File: src/rtl/config_ctrl_pkg.sv
// config_ctrl_pkg : shared opcodes, FSM encoding and default chain sizes -- rev 1.0
`default_nettype none

package config_ctrl_pkg;

  localparam int DEF_SIZESRSTAT = 88;
  localparam int DEF_SIZESRDYN  = 16;
  localparam int DEF_CNTW       = 7;

  localparam logic [1:0] OP_WRITE = 2'b00;
  localparam logic [1:0] OP_READ  = 2'b01;
  localparam logic [1:0] OP_PLOAD = 2'b10;
  localparam logic [1:0] OP_RSVD  = 2'b11;

  typedef enum logic [1:0] {
    ST_IDLE  = 2'd0,
    ST_SHIFT = 2'd1,
    ST_LOAD  = 2'd2,
    ST_DONE  = 2'd3
  } state_e;

endpackage

`default_nettype wire

File: src/rtl/config_shift_ctrl.sv
// config_shift_ctrl : drives a downstream serial configuration register with
// write, non-destructive read and parallel-load commands -- rev 1.0
`default_nettype none

module config_shift_ctrl
  import config_ctrl_pkg::*;
#(
  parameter int SIZESRSTAT = DEF_SIZESRSTAT,
  parameter int SIZESRDYN  = DEF_SIZESRDYN,
  parameter int CNTW       = DEF_CNTW
) (
  input  logic                  CLK,
  input  logic                  RST_N,
  input  logic                  CMD_VALID,
  output logic                  CMD_READY,
  input  logic [1:0]            CMD_OP,
  input  logic                  CMD_TGT,
  input  logic [SIZESRSTAT-1:0] CMD_DATA,
  output logic                  SELDYN,
  output logic                  SELSTAT,
  output logic                  SDI,
  output logic                  PLOAD,
  input  logic                  SDO_IN,
  output logic [SIZESRSTAT-1:0] RB_DATA,
  output logic                  RB_VALID
);

  localparam logic [CNTW-1:0] c_dyn_last  = CNTW'(SIZESRDYN - 1);
  localparam logic [CNTW-1:0] c_stat_last = CNTW'(SIZESRSTAT - 1);

  state_e                  state_q, state_d;
  logic [1:0]              op_q, op_d;
  logic                    tgt_q, tgt_d;
  logic [SIZESRSTAT-1:0]   data_q, data_d;
  logic [CNTW-1:0]         cnt_q, cnt_d;
  logic [SIZESRSTAT-1:0]   cap_q, cap_d;
  logic [SIZESRSTAT-1:0]   rb_data_q, rb_data_d;
  logic                    rb_valid_q, rb_valid_d;
  logic                    sel_dyn_q, sel_dyn_d;
  logic                    sel_stat_q, sel_stat_d;
  logic                    pload_q, pload_d;

  always_comb begin
    state_d    = state_q;
    op_d       = op_q;
    tgt_d      = tgt_q;
    data_d     = data_q;
    cnt_d      = cnt_q;
    cap_d      = cap_q;
    rb_data_d  = rb_data_q;
    rb_valid_d = 1'b0;
    sel_dyn_d  = 1'b0;
    sel_stat_d = 1'b0;
    pload_d    = 1'b0;

    case (state_q)
      ST_IDLE: begin
        if (CMD_VALID) begin
          op_d  = CMD_OP;
          tgt_d = CMD_TGT;
          cap_d = '0;
          cnt_d = CMD_TGT ? c_stat_last : c_dyn_last;
          // Dynamic payload is left-aligned so the shifter always serialises from the top bit.
          data_d = CMD_TGT ? CMD_DATA : (CMD_DATA << (SIZESRSTAT - SIZESRDYN));
          case (CMD_OP)
            OP_WRITE, OP_READ: begin
              state_d    = ST_SHIFT;
              sel_dyn_d  = ~CMD_TGT;
              sel_stat_d = CMD_TGT;
            end
            OP_PLOAD: begin
              state_d = ST_LOAD;
              pload_d = 1'b1;
            end
            default: state_d = ST_IDLE;
          endcase
        end
      end
      ST_SHIFT: begin
        cap_d  = {cap_q[SIZESRSTAT-2:0], SDO_IN};
        data_d = data_q << 1;
        if (cnt_q == '0) begin
          state_d    = ST_DONE;
          rb_data_d  = cap_d;
          rb_valid_d = 1'b1;
        end else begin
          cnt_d      = cnt_q - CNTW'(1);
          sel_dyn_d  = ~tgt_q;
          sel_stat_d = tgt_q;
        end
      end
      ST_LOAD: state_d = ST_IDLE;
      default: state_d = ST_IDLE;
    endcase
  end

  always_ff @(posedge CLK or negedge RST_N) begin
    if (!RST_N) begin
      state_q    <= ST_IDLE;
      op_q       <= OP_WRITE;
      tgt_q      <= 1'b0;
      data_q     <= '0;
      cnt_q      <= '0;
      cap_q      <= '0;
      rb_data_q  <= '0;
      rb_valid_q <= 1'b0;
      sel_dyn_q  <= 1'b0;
      sel_stat_q <= 1'b0;
      pload_q    <= 1'b0;
    end else begin
      state_q    <= state_d;
      op_q       <= op_d;
      tgt_q      <= tgt_d;
      data_q     <= data_d;
      cnt_q      <= cnt_d;
      cap_q      <= cap_d;
      rb_data_q  <= rb_data_d;
      rb_valid_q <= rb_valid_d;
      sel_dyn_q  <= sel_dyn_d;
      sel_stat_q <= sel_stat_d;
      pload_q    <= pload_d;
    end
  end

  // Read loops the returned bit straight back in so the chain rotates to its original value.
  always_comb begin
    SDI = 1'b0;
    if (sel_dyn_q || sel_stat_q) begin
      SDI = (op_q == OP_READ) ? SDO_IN : data_q[SIZESRSTAT-1];
    end
  end

  assign CMD_READY = (state_q == ST_IDLE);
  assign SELDYN    = sel_dyn_q;
  assign SELSTAT   = sel_stat_q;
  assign PLOAD     = pload_q;
  assign RB_DATA   = rb_data_q;
  assign RB_VALID  = rb_valid_q;

endmodule

`default_nettype wire

File: config.mk
export PLATFORM = sky130hd
export DESIGN_NAME = config_shift_ctrl
export DESIGN_NICKNAME = d
export VERILOG_FILES = /design/src/rtl/config_ctrl_pkg.sv /design/src/rtl/config_shift_ctrl.sv
export SDC_FILE = /design/constraint.sdc
export NUM_CORES = 1
export LEC_CHECK = 0
export ABC_AREA = 1
export CAP_MARGIN = 0
export CORE_UTILIZATION = 25
export CTS_CLUSTER_DIAMETER = 40
export DETAILED_ROUTE_END_ITERATION = 6
export PLACE_DENSITY_LB_ADDON = 0.05
export SETUP_SLACK_MARGIN = 0.1
export SYNTH_ARGS = -nofsm -noshare
export SYNTH_HDL_FRONTEND = slang
export SYNTH_SLANG_ARGS = --single-unit
File: constraint.sdc
create_clock -name CLK -period 1.6 [get_ports CLK]
set_input_delay 0.16 -clock CLK [delete_from_list [all_inputs] [get_ports CLK]]
set_output_delay 0.16 -clock CLK [all_outputs]
set_load 0.02 [all_outputs]
==> Yosys cells after proc, flatten, opt, wreduce, memory -nomap -nowiden <==
Index checks and enable logic that the tools add are counted.
{ "word_totals": {"input_bits": 95, "output_inout_bits": 94, "wordCells": 60, "reg_bits": 279} }
{ "classes": {"n_bitwise": 2, "muxes": 28, "n_addsub": 1, "eq_ne": 7, "n_reduce_logical": 11} }
{ "ops": {"columns": ["op", "n"], "rows": [
  ["2-to-1 mux 88 bit", 2],
  ["one-hot mux 88 bit (2 select lines)", 1],
  ["one-hot mux 87 bit (2 select lines)", 1],
  ["2-to-1 mux 87 bit", 1],
  ["2-to-1 mux 7 bit", 3],
  ["one-hot mux 7 bit (2 select lines)", 1],
  ["2-to-1 mux 1 bit", 13],
  ["one-hot mux 2 bit (2 select lines)", 2],
  ["AND reduction 2 bit", 4],
  ["zero test 7 bit", 1],
  ["subtractor 7 x 1 -> 7 bit, second input constant", 1],
  ["equality test 2 x 1 -> 1 bit, second input constant", 3],
  ["!= test 2 bit, second input constant", 3],
  ["zero test 2 bit", 2],
  ["2-to-1 mux 2 bit", 2],
  ["one-hot mux 1 bit (2 select lines)", 2],
  ["AND reduction 3 bit", 1],
  ["equality test 2 bit, second input constant", 1],
  ["inverter 1 bit", 2],
  ["nonzero test 2 bit", 1],
  ["OR reduction 2 bit", 1],
  ["logical OR 1 bit", 1]
]} }

==> Logic depth before layout (Yosys ltp) <==
Gate-level depths: netlist of run 1.
{ "depth": {"word_depth": 5, "ltp_mapped": 10, "ltp_nobuf": 10} }

==> Worst setup path before layout of run 1 <==
OpenSTA, ideal clock, no wires.
{ "synth_path": {"kind": "register to register", "startpoint": "register cnt_q[0]", "endpoint": "register rb_data_q[67], in the netlist RB_DATA[67]", "arrival_time_ns": 1.437, "required_ns": 1.479, "path_slack_ns": 0.041, "stages_incl_launch_ff": 10, "setup_ns": 0.121, "period_less_slack_ns": 1.559, "cell_sequence": "dfrtp_1 inv_1 ha_1 inv_1 nor2_2 nand3_2 buf_2 buf_2 nand2_1 o21ai_1"} }
{ "synth_between": {"elab_chain_len": 2} }
{ "synth_lines": {"columns": ["element", "line", "source"], "rows": [
  ["start, declared", "config_shift_ctrl.sv:35", "logic [CNTW-1:0] cnt_q, cnt_d;"],
  ["start signal, assigned", "config_shift_ctrl.sv:115", "cnt_q <= cnt_d;"],
  ["zero test 7 bit", "config_shift_ctrl.sv:82", "if (cnt_q == '0) begin"],
  ["AND reduction 2 bit (no source line)", null, null],
  ["end signal, assigned", "config_shift_ctrl.sv:117", "rb_data_q <= rb_data_d;"],
  ["end, declared", "config_shift_ctrl.sv:37", "logic [SIZESRSTAT-1:0] rb_data_q, rb_data_d;"]
]} }
No other way between the ends.
A chain may end at the register's enable or synchronous reset.

==> Worst setup path after layout of run 1 <==
{ "layout_path": {"startpoint": "register op_q[1]", "endpoint": "output SDI"} }
{ "layout_between": {"elab_chain_len": 3} }
{ "layout_lines": {"columns": ["element", "line", "source"], "rows": [
  ["start, declared", "config_shift_ctrl.sv:32", "logic [1:0] op_q, op_d;"],
  ["start signal, assigned", "config_shift_ctrl.sv:112", "op_q <= op_d;"],
  ["equality test 2 x 1 -> 1 bit", "config_shift_ctrl.sv:129", "SDI = (op_q == OP_READ) ? SDO_IN : data_q[SIZESRSTAT-1];"],
  ["2-to-1 mux 1 bit", "config_shift_ctrl.sv:129", null],
  ["2-to-1 mux 1 bit", "config_shift_ctrl.sv:128", "if (sel_dyn_q || sel_stat_q) begin"],
  ["end, declared", "config_shift_ctrl.sv:21", "output logic SDI,"]
]} }
No other way between the ends.

==> reports/qor.yml, run 1 <==
outcome:
  status: "complete, but fails checks"
  violations: "setup timing"
critical_path:
  r2r-end: "RB_DATA[43]"
  reg2reg_depth: 10
  crit_type: "register to primary output"
  cp_data_arrival_time_ps: 1500
  r2r_start: "cnt_q[1]"
  ff2ff_setup_slack_ps: -30
  worst_setup_path_start_kind: "register"
  required_ps: 1440
  endpoint_kind: "primary output"
  critPathMaxFanout: 3
floorplanning:
  floorplan.initialDensity_pct: 25.4
  core_area_um2: 43100
  fp-row-count: 76
  die_y_um: 211
  die_w_um: 211
  dieArea_um2: 44600
  ios: 189
timing:
  slew_violations: 0
  finalSetupViolCount: 16
  skew_ps: 18.5
  worstMarginPinSlew_ps: 497
  worst_slack_ps: -59.2
  min_period_over_period_pct: 104
  max-slew-margin-rel_pct: 66.9
  hold_viol_final: 0
  grt_setup_unrepaired: "true"
  fmax_ghz: 0.603
  finalCriticalPeriod_ps: 1660
global_route:
  antenna_found_initial: 0
  grt_pass1_wl_um: 54600
  track_usage_pct: 16.0
  overflow: 0
  grt_max_degree: 90
  grt_pass1_vias: 9237
placement:
  place.gp.congestion: 0.750
  hpwl_um: 19800
  port_buffers: 188
  placed_area_um2: 13800
synthesis:
  netlist_area_um2: 10900
  synth_ff_type: "dfrtp_1"
  yosysUniqueCellTypes: 24
  avgSynthCellArea_um2: 9.63
  synth_cells: 1136
  yosysMostFrequentCell: "nand2_1"
  synth_top_area_cell: "dfrtp_1"
  ys_seq_elements: 279
  yosysWarnings: 0
  synth_top_area_share_pct: 63.8
  synth-seq-area-share_pct: 63.8
  synth.area.top_cells: "dfrtp_1, nand2_1, o22ai_1"
  syn_nets: 1232
  synth-async-reset-ratio_pct: 100
  synthTopCellsByCount: "nand2_1, dfrtp_1, inv_1"
  synth_edf_count: 0
clock_network:
  cts_tree: "yes"
  numCtsBuffers: 54
  cts.htree.levels: 2
  clk_path_buf_depth: 3
  cts_root_buffer: "clkbuf_16"
  clk_latency_ps: 570
  clkTransAtPathRegs_ps: 50
  cts_sinks: 279
detailed_routing:
  routed_wirelength_um: 36100
  vias: 8976
  routedWlPerCell_um: 17.7
  drtIter0Drc: 384
  via_per_inst: 4.39
  antenna_left: 0
  drc_errors: 0
  drtPass1Iterations: 4
pwr:
  p_leak_nw: 8.32
  finalPower_mw: 35.9
  powerDensity_nw_per_um2: 2010
  ir_worst_vdd_uv: 1010
worst_hold_path:
  hold_class: "input port to async pin"
finish:
  diodes: 0
  layout.nets: 1509
  final_core_util_pct: 41.3
  drive_gt1_share_pct: 27.5
  area_growth_pct: 62.8
  final_area_um2: 17800
run:
  maxCapViolations: 0
[kinds of logic after synthesis]
kind of cell	after synthesis	share of synthesized area, %
AO/OA/AOI/OAI	298	15.7
adder cells (fa/ha/maj)	1	0.114
buffers and inverters	206	7.65
flip-flops	279	63.8
AND/OR/NAND/NOR	352	12.7
[through the flow]
step	TNS (ps)	hold slack (ps)	instances	setup slack, ps
after global routing	-3720	86.2	2043	-144
final	-379	82.0	2043	-59.2
after CTS	-2550	66.7	2030	-120
after detailed placement	-4360	83.2	1885	-121
after floorplan	0	-136	1136	95.8
after global placement	-4540	81.4	1885	-78.8
[registers in the layout, summed over array words and instances (netlist names)]
register / flops
cap_q: 87
RB_DATA: 88
op_q: 2
cnt_q: 7
state_q: 2
data_q: 88
RB_VALID: 1
SELSTAT: 1
tgt_q: 1
SELDYN: 1
PLOAD: 1
[critical path: stages, from the launching register on]
cell and delay [ps]:
dfrtp_1 360, inv_2 100, a21oi_2 60, a311oi_1 210
buf_2 210
[final cells by class]
type / instances / area (µm²)
Fill cell: 4247 / 25300
Multi-Input combinational cell: 651 / 3970
Inverter: 134 / 518
Tap cell: 585 / 732
Timing Repair Buffer: 293 / 3560
Clock inverter: 30 / 502
Sequential cell: 279 / 6990
Clock buffer: 71 / 1540
[per-layer routing]
metal,global-route usage [%],routed length [µm],up-vias
met5,0,0,-
met4,5.02,633,0
met3,2.87,1340,46
met2,24.8,17200,181
met1,22.6,17000,4391
li1,-,-,4358
[power breakdown]
part           internal, mW  switching (mW)
combinational          5.30            6.94
sequential             9.54            1.47
clock                  8.83            3.79
[cell usage in the layout, fill, tap and decap left out, types with 12 or more instances in the layout]
cell             count
nand2_2             26
dlygate4sd2_1       55
buf_12              25
a22oi_1             23
o21ai_2             65
dfrtp_1            276
nand2_4             51
clkdlybuf4s15_1     15
clkbuf_16           66
a22oi_2             12
clkbuf_2            19
inv_1              126
o21ai_0             64
o22ai_1             88
nand3_1             39
clkdlybuf4s50_1     93
o21ai_1             33
buf_16              26
nand2_1            220
bufinv_16           13
buf_4               32
[what timing repair did]
item                                    4_1_cts  5_1_grt
hold endpoints to repair                    265        0
resized for setup                           279      183
hold buffers                                  1        0
pin swaps                                    17       20
endpoints found under the setup margin      238      147
setup buffers                                17        7
gates cloned                                 27       10
[how the worst max path moves through the flow]
| stage | depth (start not counted) | endpoint | slack [ps] | start |
|---|---|---|---|---|
| after floorplan | 9 | RB_DATA[10] | 100 | cnt_q[0] |
| after global placement | 6 | data_q[67] | -80 | CMD_TGT |
| after detailed placement | 4 | SDI | -120 | SDO_IN |
| after CTS | 10 | RB_DATA[12] | -120 | cnt_q[1] |
| after global routing | 4 | SDI | -140 | op_q[1] |
| final | 4 | SDI | -60 | op_q[1] |
Note: power is estimated with default switching activity, not from simulation.
==> run 2, diff against run 1 <==
--- a/config.mk
+++ b/config.mk
@@ -8,7 +8,7 @@
 export ABC_AREA = 1
 export CAP_MARGIN = 0
 export CORE_UTILIZATION = 25
-export CTS_CLUSTER_DIAMETER = 40
+export CTS_CLUSTER_DIAMETER = 60
 export DETAILED_ROUTE_END_ITERATION = 6
 export PLACE_DENSITY_LB_ADDON = 0.05
 export SETUP_SLACK_MARGIN = 0.1
==> constraint.sdc (replaced) <==
create_clock -name CLK -period 1.6 [get_ports CLK]
set_input_delay 0.16 -clock CLK [delete_from_list [all_inputs] [get_ports CLK]]
set_output_delay 0.16 -clock CLK [all_outputs]
set_load 0.01 [all_outputs]
==> reports/qor.yml, run 2 (same netlist as run 1, synthesis figures left out) <==
floorplanning:
  floorplan.initialDensity_pct: 25.4  # unchanged
  die_w_um: 211  # unchanged
  ios: 189  # unchanged
  fp-row-count: 76  # unchanged
  die_y_um: 211  # unchanged
  core_area_um2: 43100  # unchanged
  dieArea_um2: 44600  # unchanged
pwr:
  power.share.combinational_pct: 36.7  # +2.6 points
  finalPower_mw: 30.6  # -15%
  p_int_mw: 19.6  # -17%
  power_frac_clock_pct: 27.5  # -7.7 points
  p_sw_mw: 11.0  # -10%
  swShare_pct: 35.9  # +1.9 points
  seq_power_share_pct: 35.7  # +5.0 points
  ir_worst_vdd_uv: 1130  # +12%
  p_leak_nw: 7.97  # -4.2%
  powerDensity_nw_per_um2: 1810  # -10%
clock_network:
  cts_tree: "yes"
  cts_root_buffer: "clkbuf_16"
  clkTransAtPathRegs_ps: 50  # about the same
  clk_latency_ps: 540  # -30 ps
  clk_path_buf_depth: 3  # unchanged
  cts_sinks: 279  # unchanged
  numCtsBuffers: 39  # -28%
  cts.htree.levels: 2  # unchanged
placement:
  port_buffers: 188  # unchanged
  place_inst: 1881  # -0.21%
  hpwl_um: 19600  # -1.1%
  place.gp.congestion: 0.720  # -4.0%
detailed_routing:
  drtIter0Drc: 406  # +5.7%
  via_per_inst: 4.47  # +1.7%
  routed_wirelength_um: 36600  # +1.3%
  vias: 8950  # -0.29%
  antenna_left: 0  # unchanged
  drc_errors: 0  # unchanged
  drtPass1Iterations: 5  # +1
  routedWlPerCell_um: 18.3  # +3.3%
timing:
  worstMarginPinSlew_ps: 463  # -33.9 ps
  grt_setup_unrepaired: "true"
  worst_slack_ps: -135  # -76.1 ps
  fmax_ghz: 0.576  # -4.4%
  finalSetupViolCount: 63  # +47
  skew_ps: 9.47  # -9.01 ps
  min_period_over_period_pct: 108  # +4.8 points
  hold_viol_final: 0  # unchanged
  max-slew-margin-rel_pct: 69.1  # +2.3 points
  finalCriticalPeriod_ps: 1740  # +76.1 ps
  slew_violations: 0  # unchanged
critical_path:
  required_ps: 1440  # about the same
  r2r-end: "RB_DATA[68]"
  cp_data_arrival_time_ps: 1580  # +80 ps
  crit_type: "register to primary output"
  worst_setup_path_start_kind: "register"
  ff2ff_setup_slack_ps: -110  # -80 ps
  critPathMaxFanout: 3  # unchanged
  reg2reg_depth: 11  # +1
  r2r_start: "cnt_q[0]"
  endpoint_kind: "primary output"
outcome:
  status: "complete, but fails checks"
  violations: "setup timing"
finish:
  diodes: 0  # unchanged
  area_growth_pct: 54.0
  fill_cells: 4334  # +2.0%
  drive_gt1_share_pct: 22.8  # -4.7 points
  layout.nets: 1488  # -1.4%
  multi_input_area_um2: 3890  # -1.9%
  final_common_cell: "dfrtp_1"
  final_cells: 2003  # -2.0%
  final_cell_mix: "dfrtp_1, nand2_1, inv_1, clkdlybuf4s50_1, dlygate4sd2_1"
  final_core_util_pct: 39.1  # -2.2 points
  seqCellArea_um2: 6980  # about the same
global_route:
  grt_pass1_vias: 8913  # -3.5%
  grt_max_degree: 89  # -1.1%
  track_usage_pct: 16.1  # +0.099 points
  grt_pass1_wl_um: 54700  # +0.29%
  overflow: 0  # unchanged
  antenna_found_initial: 0  # unchanged
run:
  maxCapViolations: 0  # unchanged
worst_hold_path:
  hold_class: "input port to async pin"
==> run 2: final cells by class <==
class	count	area share (%)
clock buffers	55	6.76
clock inverters	12	0.646
inverters	134	3.07
multi-input cells	651	23.1
flip-flops and latches	279	41.4
well taps	585	4.34
repair buffers	287	20.6
==> run 2: metal layers <==
layer  GRT usage [%]  share of wire, %  vias to the layer above
met2            25.5                48                      172
li1                -                 -                     4283
met4            5.37               1.8                        0
met1            22.2                47                     4453
met5               0                 0                        -
met3            2.77               3.7                       42
==> run 2: what timing repair did <==
| action | in CTS | in global routing |
|---|---|---|
| hold endpoints to repair | 255 | 0 |
| cloned | 25 | 9 |
| hold buffers | 1 | 0 |
| endpoints found under the setup margin | 227 | 188 |
| buffers inserted | 23 | 10 |
| pin swaps | 5 | 7 |
| gates resized for setup | 233 | 167 |
==> run 2: worst max path at each step <==
| stage | start | end |
|---|---|---|
| after CTS | op_q[1] | SDI |
| after detailed placement | SDO_IN | SDI |
| after floorplan | cnt_q[0] | RB_DATA[10] |
| after global routing | op_q[1] | SDI |
| final | op_q[1] | SDI |
| after global placement | SDO_IN | SDI |
==> run 2: power by group through the flow <==
stage	sequential, mW	clock (mW)	combinational [mW]
after floorplan	10.9	0	5.08
after global placement	10.8	0	9.32
after detailed placement	10.8	0	9.41
after CTS	10.8	8.72	10.4
after global routing	11.2	8.96	12.4
final	10.9	8.41	11.2
==> run 2: critical path: stages, from the launching register on <==
cell and delay [ps]:
dfrtp_1 370, inv_2 90, a21oi_2 70, a311oi_4 300, buf_2 200
==> run 2: stage by stage <==
step / hold slack, ps / cell area, µm² / worst slack, ps / setup TNS, ps
after floorplan: -136 / 10900 / 98.2 / 0
after global placement: 78.4 / 13800 / -549 / -8820
after detailed placement: 75.8 / 13800 / -554 / -9750
after CTS: 80.6 / 16200 / -244 / -9260
after global routing: 109 / 16800 / -227 / -7010
final: 95.0 / 16800 / -135 / -1770
==> run 3, diff against run 2 <==
--- a/config.mk
+++ b/config.mk
@@ -11,7 +11,6 @@
 export CTS_CLUSTER_DIAMETER = 60
 export DETAILED_ROUTE_END_ITERATION = 6
 export PLACE_DENSITY_LB_ADDON = 0.05
-export SETUP_SLACK_MARGIN = 0.1
 export SYNTH_ARGS = -nofsm -noshare
 export SYNTH_HDL_FRONTEND = slang
 export SYNTH_SLANG_ARGS = --single-unit
==> reports/qor.yml, run 3 (same netlist as run 1, synthesis figures left out) <==
outcome:
  status: "complete, but fails checks"
  violations: "setup timing"
clock_network:
  cts_tree: "yes"
  clk_path_buf_depth: 3  # unchanged
  cts_root_buffer: "clkbuf_16"
  numCtsBuffers: 39  # unchanged
  cts_sinks: 279  # unchanged
  cts.htree.levels: 2  # unchanged
  clkTransAtPathRegs_ps: 60  # about the same
  clk_latency_ps: 530  # about the same
finish:
  final_cell_mix: "nand2_1, dfrtp_1, inv_1, clkdlybuf4s50_1, o22ai_1"
  final_common_cell: "nand2_1"
  diodes: 0  # unchanged
  final_cells: 1961  # -2.1%
  area_growth_pct: 39.6
  layout.nets: 1445  # -2.9%
  drive_gt1_share_pct: 10.2  # -13 points
  fill_cells: 4514  # +4.2%
timing:
  max-slew-margin-rel_pct: 72.6  # +3.5 points
  min_period_over_period_pct: 100  # -8.2 points
  holdWs_ps: 141  # +45.8 ps
  worstMarginPinSlew_ps: 406  # -56.9 ps
  finalCriticalPeriod_ps: 1600  # -131 ps
  finalSetupViolCount: 1  # -98%
  fmax_ghz: 0.623  # +8.1%
  fin_tns_setup_ps: -4.58  # +1770 ps
  hold_viol_final: 0  # unchanged
  slew_violations: 0  # unchanged
  skew_ps: 16.7  # +7.27 ps
  grt_setup_unrepaired: "true"
  worst_slack_ps: -4.58  # +131 ps
detailed_routing:
  drtIter0Drc: 336  # -17%
  drc_errors: 0  # unchanged
  antenna_left: 0  # unchanged
  vias: 8489  # -5.2%
  via_per_inst: 4.33  # -3.1%
  drtPass1Iterations: 4  # -1
  routed_wirelength_um: 31100  # -15%
  routedWlPerCell_um: 15.9  # -13%
critical_path:
  path_delay_family: "flip-flops"
  max_stage_delay_ps: 370  # about the same
  cp_slowest_cell: "dfrtp_1"
  crit_buf_inv: 2  # unchanged
  crit_chain: "inv_2 -> a21oi_2 -> a311oi_2 -> buf_4"
  r2r_start: "state_q[1]"
  ff2ff_setup_slack_ps: 60  # +170 ps
  r2r-end: "RB_DATA[1]"
  crit_type: "register to primary output"
  reg2reg_depth: 7  # -4
  required_ps: 1440  # about the same
  endpoint_kind: "primary output"
  cp_data_arrival_time_ps: 1440  # -140 ps
  worst_setup_path_start_kind: "register"
  critPathMaxFanout: 3  # unchanged
placement:
  place_inst: 1881  # unchanged
  place.gp.congestion: 0.703  # -2.4%
  port_buffers: 188  # unchanged
  hpwl_um: 19700  # +0.59%
global_route:
  antenna_found_initial: 3  # +3
  grt_max_degree: 96  # +7.9%
  grt_pass1_vias: 8656  # -2.9%
  overflow: 0  # unchanged
  track_usage_pct: 13.6  # -2.4 points
  grt_pass1_wl_um: 48100  # -12%
floorplanning:
  die_y_um: 211  # unchanged
  floorplan.initialDensity_pct: 25.4  # unchanged
  die_w_um: 211  # unchanged
  fp-row-count: 76  # unchanged
  core_area_um2: 43100  # unchanged
  dieArea_um2: 44600  # unchanged
  ios: 189  # unchanged
worst_hold_path:
  hold_class: "input port to async pin"
run:
  maxCapViolations: 0  # unchanged
pwr:
  powerDensity_nw_per_um2: 1870  # +3.3%
  p_leak_nw: 7.42  # -7.0%
  ir_worst_vdd_uv: 708  # -37%
run 3: changes by cell type in the layout (fill, tap and decap cells not counted), moves of 8 or more:
cell           before  now
dlygate4sd2_1      92   84
buf_16             23    2
o21ai_2            64    0
nand2_1           218  294
nand2_2            30    1
o21ai_1            28   83
nand2_4            49    3
o21ai_0            72   82
run 3: cell type report:
type | instances | area [µm²] | share of cell area, %
clock buffer | 52 | 1130 | 7.38
clock inverter | 16 | 200 | 1.31
inverter | 134 | 503 | 3.29
multi-input combinational | 651 | 3170 | 20.8
sequential | 279 | 6980 | 45.7
tap | 585 | 732 | 4.79
timing repair buffer | 244 | 2550 | 16.7
run 3: how the worst max path moves through the flow:
stage | start | cells after the start | endpoint | slack (ps)
finish | op_q[1] | 4 | SDI | -5
global route | op_q[1] | 4 | SDI | -120
CTS | op_q[1] | 4 | SDI | -50
detailed placement | SDO_IN | 4 | SDI | -190
global placement | SDO_IN | 4 | SDI | -220
floorplan | cnt_q[0] | 9 | RB_DATA[67] | 40
run 3: metrics by stage:
stage	cell area (µm²)	utilization (%)	power (mW)	setup slack (ps)
floorplan	10900	-	15.9	43.9
finish	15300	35.5	28.6	-4.58
detailed placement	13800	32.0	20.3	-195
global placement	13800	32.0	20.2	-220
CTS	15000	34.8	28.9	-50.3
global route	15300	35.5	30.8	-123
run 3: routing by layer:
metal  vias up  wire (µm)  GRT usage [%]
li1       4187          -              -
met1      4083      15100           19.7
met2       157      13900           19.9
met3        56       1440           3.12
met4         6        642           4.70
met5         -         42              0
run 3: timing repair:
| action | 4_1_cts | 5_1_grt |
|---|---|---|
| endpoints found under the hold margin | 279 | 0 |
| endpoints found under the setup margin | 86 | 118 |
| gates resized for setup | 93 | 27 |
| gates cloned | 0 | 7 |
| buffers inserted | 0 | 4 |
| pin swaps | 0 | 3 |
| hold buffers | 1 | 0 |
run 3: report_power, final:
group          switching (mW)  internal (mW)  leakage, nW  total (mW)
combinational            5.33           3.78         2.98        9.11
sequential               1.15           9.51         3.78        10.7
clock                    3.25           5.60        0.658        8.85
total                    9.73           18.9         7.42        28.6
==> edit: new RTL, config.mk and constraints of run 2 <==
`DEF_SIZESRSTAT`: 88 -> 132.
--- a/src/rtl/config_ctrl_pkg.sv
+++ b/src/rtl/config_ctrl_pkg.sv
@@ -5,3 +5,3 @@
 
-  localparam int DEF_SIZESRSTAT = 88;
+  localparam int DEF_SIZESRSTAT = 132;
   localparam int DEF_SIZESRDYN  = 16;
Interface: changed (resized CMD_DATA and RB_DATA); port bits go from 189 to 277. No check against the original RTL was run, so the function may have changed too.
==> edit against run 2 <==
The flow still finishes with violations (negative setup slack). Via count rose by 50%. Synthesized cell count rose by 47%. Routed wire length rose by 53%. Synthesized area rose by 46%. Cell area rose by 64%. Sequential share of layout area fell by 4.3 points. Worst setup slack improved by 0.077 ns. Sequential cell count rose by 132. Utilization rose by 4.7 points. Total power rose by 82%. Largest cell class unchanged. Largest power group unchanged.
==> edit: results (changes against run 2) <==
- Clk Latency, worst-skew pair: 0.59 ns (was 0.54 ns)
- Compound-cell area share of the yosys netlist: 11.8% (was 15.7%)
- Pleak: 13.7 nW (was 7.97 nW)
- CTS buffer count: 51 (was 39)
- Hold Path Class: primary input to asynchronous set/reset pin (unchanged)
- Hold slack: 0.0535 ns (was 0.0950 ns)
- Worst Clk Skew: 0.0225 ns (was 0.00947 ns)
- Post-DP HPWL: 30,400 µm (was 19,600 µm)
- Seq/Total Area, Yosys: 64.4% (was 63.8%)
- Post-cts resize count: 345 (was 233)
- Nets: 2,252 (was 1,488)
- Commonest cells in the netlist: nand2_1, dfrtp_1, inv_1 (unchanged)
- Number of setup buffers added after CTS: 33 (was 23)
- Arrival @ worst endpoint: 2.12 ns (was 1.58 ns)
- Synth area leaders: dfrtp_1, nand2_1, o22ai_1, inv_1, o21ai_1 (was dfrtp_1, nand2_1, o22ai_1, inv_1, o21ai_0)
- IO buf count: 276 (was 188)
- Met2 Use GR: 25.2% (was 25.5%)
- First-pass GRT wire length: 77,100 µm (was 54,700 µm)
- TritonRoute pass-1 iters: 4 (was 5)
- Largest net degree at the start of global routing: 68 (was 89)
- Initial DRC Count: 555 (was 406)
- Max IR drop VDD: 1050 µV (was 1130 µV)
- CP top delay family: buffers and inverters (was flip-flops)
- Wire per inst: 18.6 µm (was 18.3 µm)
- DP Area: 20,400 µm² (was 13,800 µm²)
- Met1 Track Usage GR: 20.4% (was 22.2%)
- CP max FO: 8 (was 3)
- Global-route met3 utilization: 2.73% (was 2.77%)
- Failing checks: negative setup slack (unchanged)
- Post-Synthesis Mean Instance Area: 9.55 µm² (was 9.63 µm²)
- Yosys cell types: 26 (was 24)
- Syn nets: 1,814 (was 1,232)
- Slew HR: 74.8% (was 69.1%)
- Int Pwr: 34.7 mW (was 19.6 mW)
- Finish-stage setup viols: 115 (was 63)
- Overall Global Routing Usage: 15.2% (was 16.1%)
- Vias in the first global route: 13,400 (was 8,913)
- Cells after DPL: 2,778 (was 1,881)
- Place WS: -0.0827 ns (was -0.554 ns)
- Met3 wire len: 2070 µm (was 1360 µm)
- Placer Congestion: 0.720 (about the same)
- Wl on met1: 24,900 µm (was 17,100 µm)
- CP max stage delay: 0.39 ns (was 0.37 ns)
- Routed WL: 55,900 µm (was 36,600 µm)
- Fraction of the mapped netlist area in adder cells: 0.157% (was 0.114%)
- Fraction of layout cells with a size suffix above 1: 40.1% (was 22.8%)
- Status: complete, but fails checks (unchanged)
- TNS Setup: -1.87 ns (was -1.77 ns)
- Final WS setup: -0.0579 ns (was -0.135 ns)
## edit: layout make-up
cell class | count | area [µm²]
Timing Repair Buffer | 487 | 6370
Tap cell | 846 | 1060
Sequential cell | 411 | 10300
Clock buffer | 68 | 1440
Fill cell | 6056 | 35400
Inverter | 165 | 661
Clock inverter | 26 | 273
Timing Repair inverter | 1 | 8.76
Multi-Input combinational cell | 994 | 7560
## edit: worst paths after layout
kind	startpoint	to	cells past startpoint
setup / recovery	cnt_q[1]	RB_DATA[122]	10
hold / removal	RST_N	cap_q[15]	2
setup reg to reg	cnt_q[1]	RB_DATA[122]	10
hold reg to reg	RB_DATA[108]	RB_DATA[108]	2
max in group asynchronous	RST_N	data_q[127]	4
min in group CLK	CMD_DATA[89]	data_q[89]	3
## edit: power by group through the flow
stage               sequential (mW)  clock, mW  combinational (mW)
finish                         17.3       11.7                26.5
global route                   17.8       12.5                28.7
CTS                            16.7       12.1                19.4
detailed placement             16.7          0                16.5
global placement               16.7          0                16.3
floorplan                      16.8          0                8.31
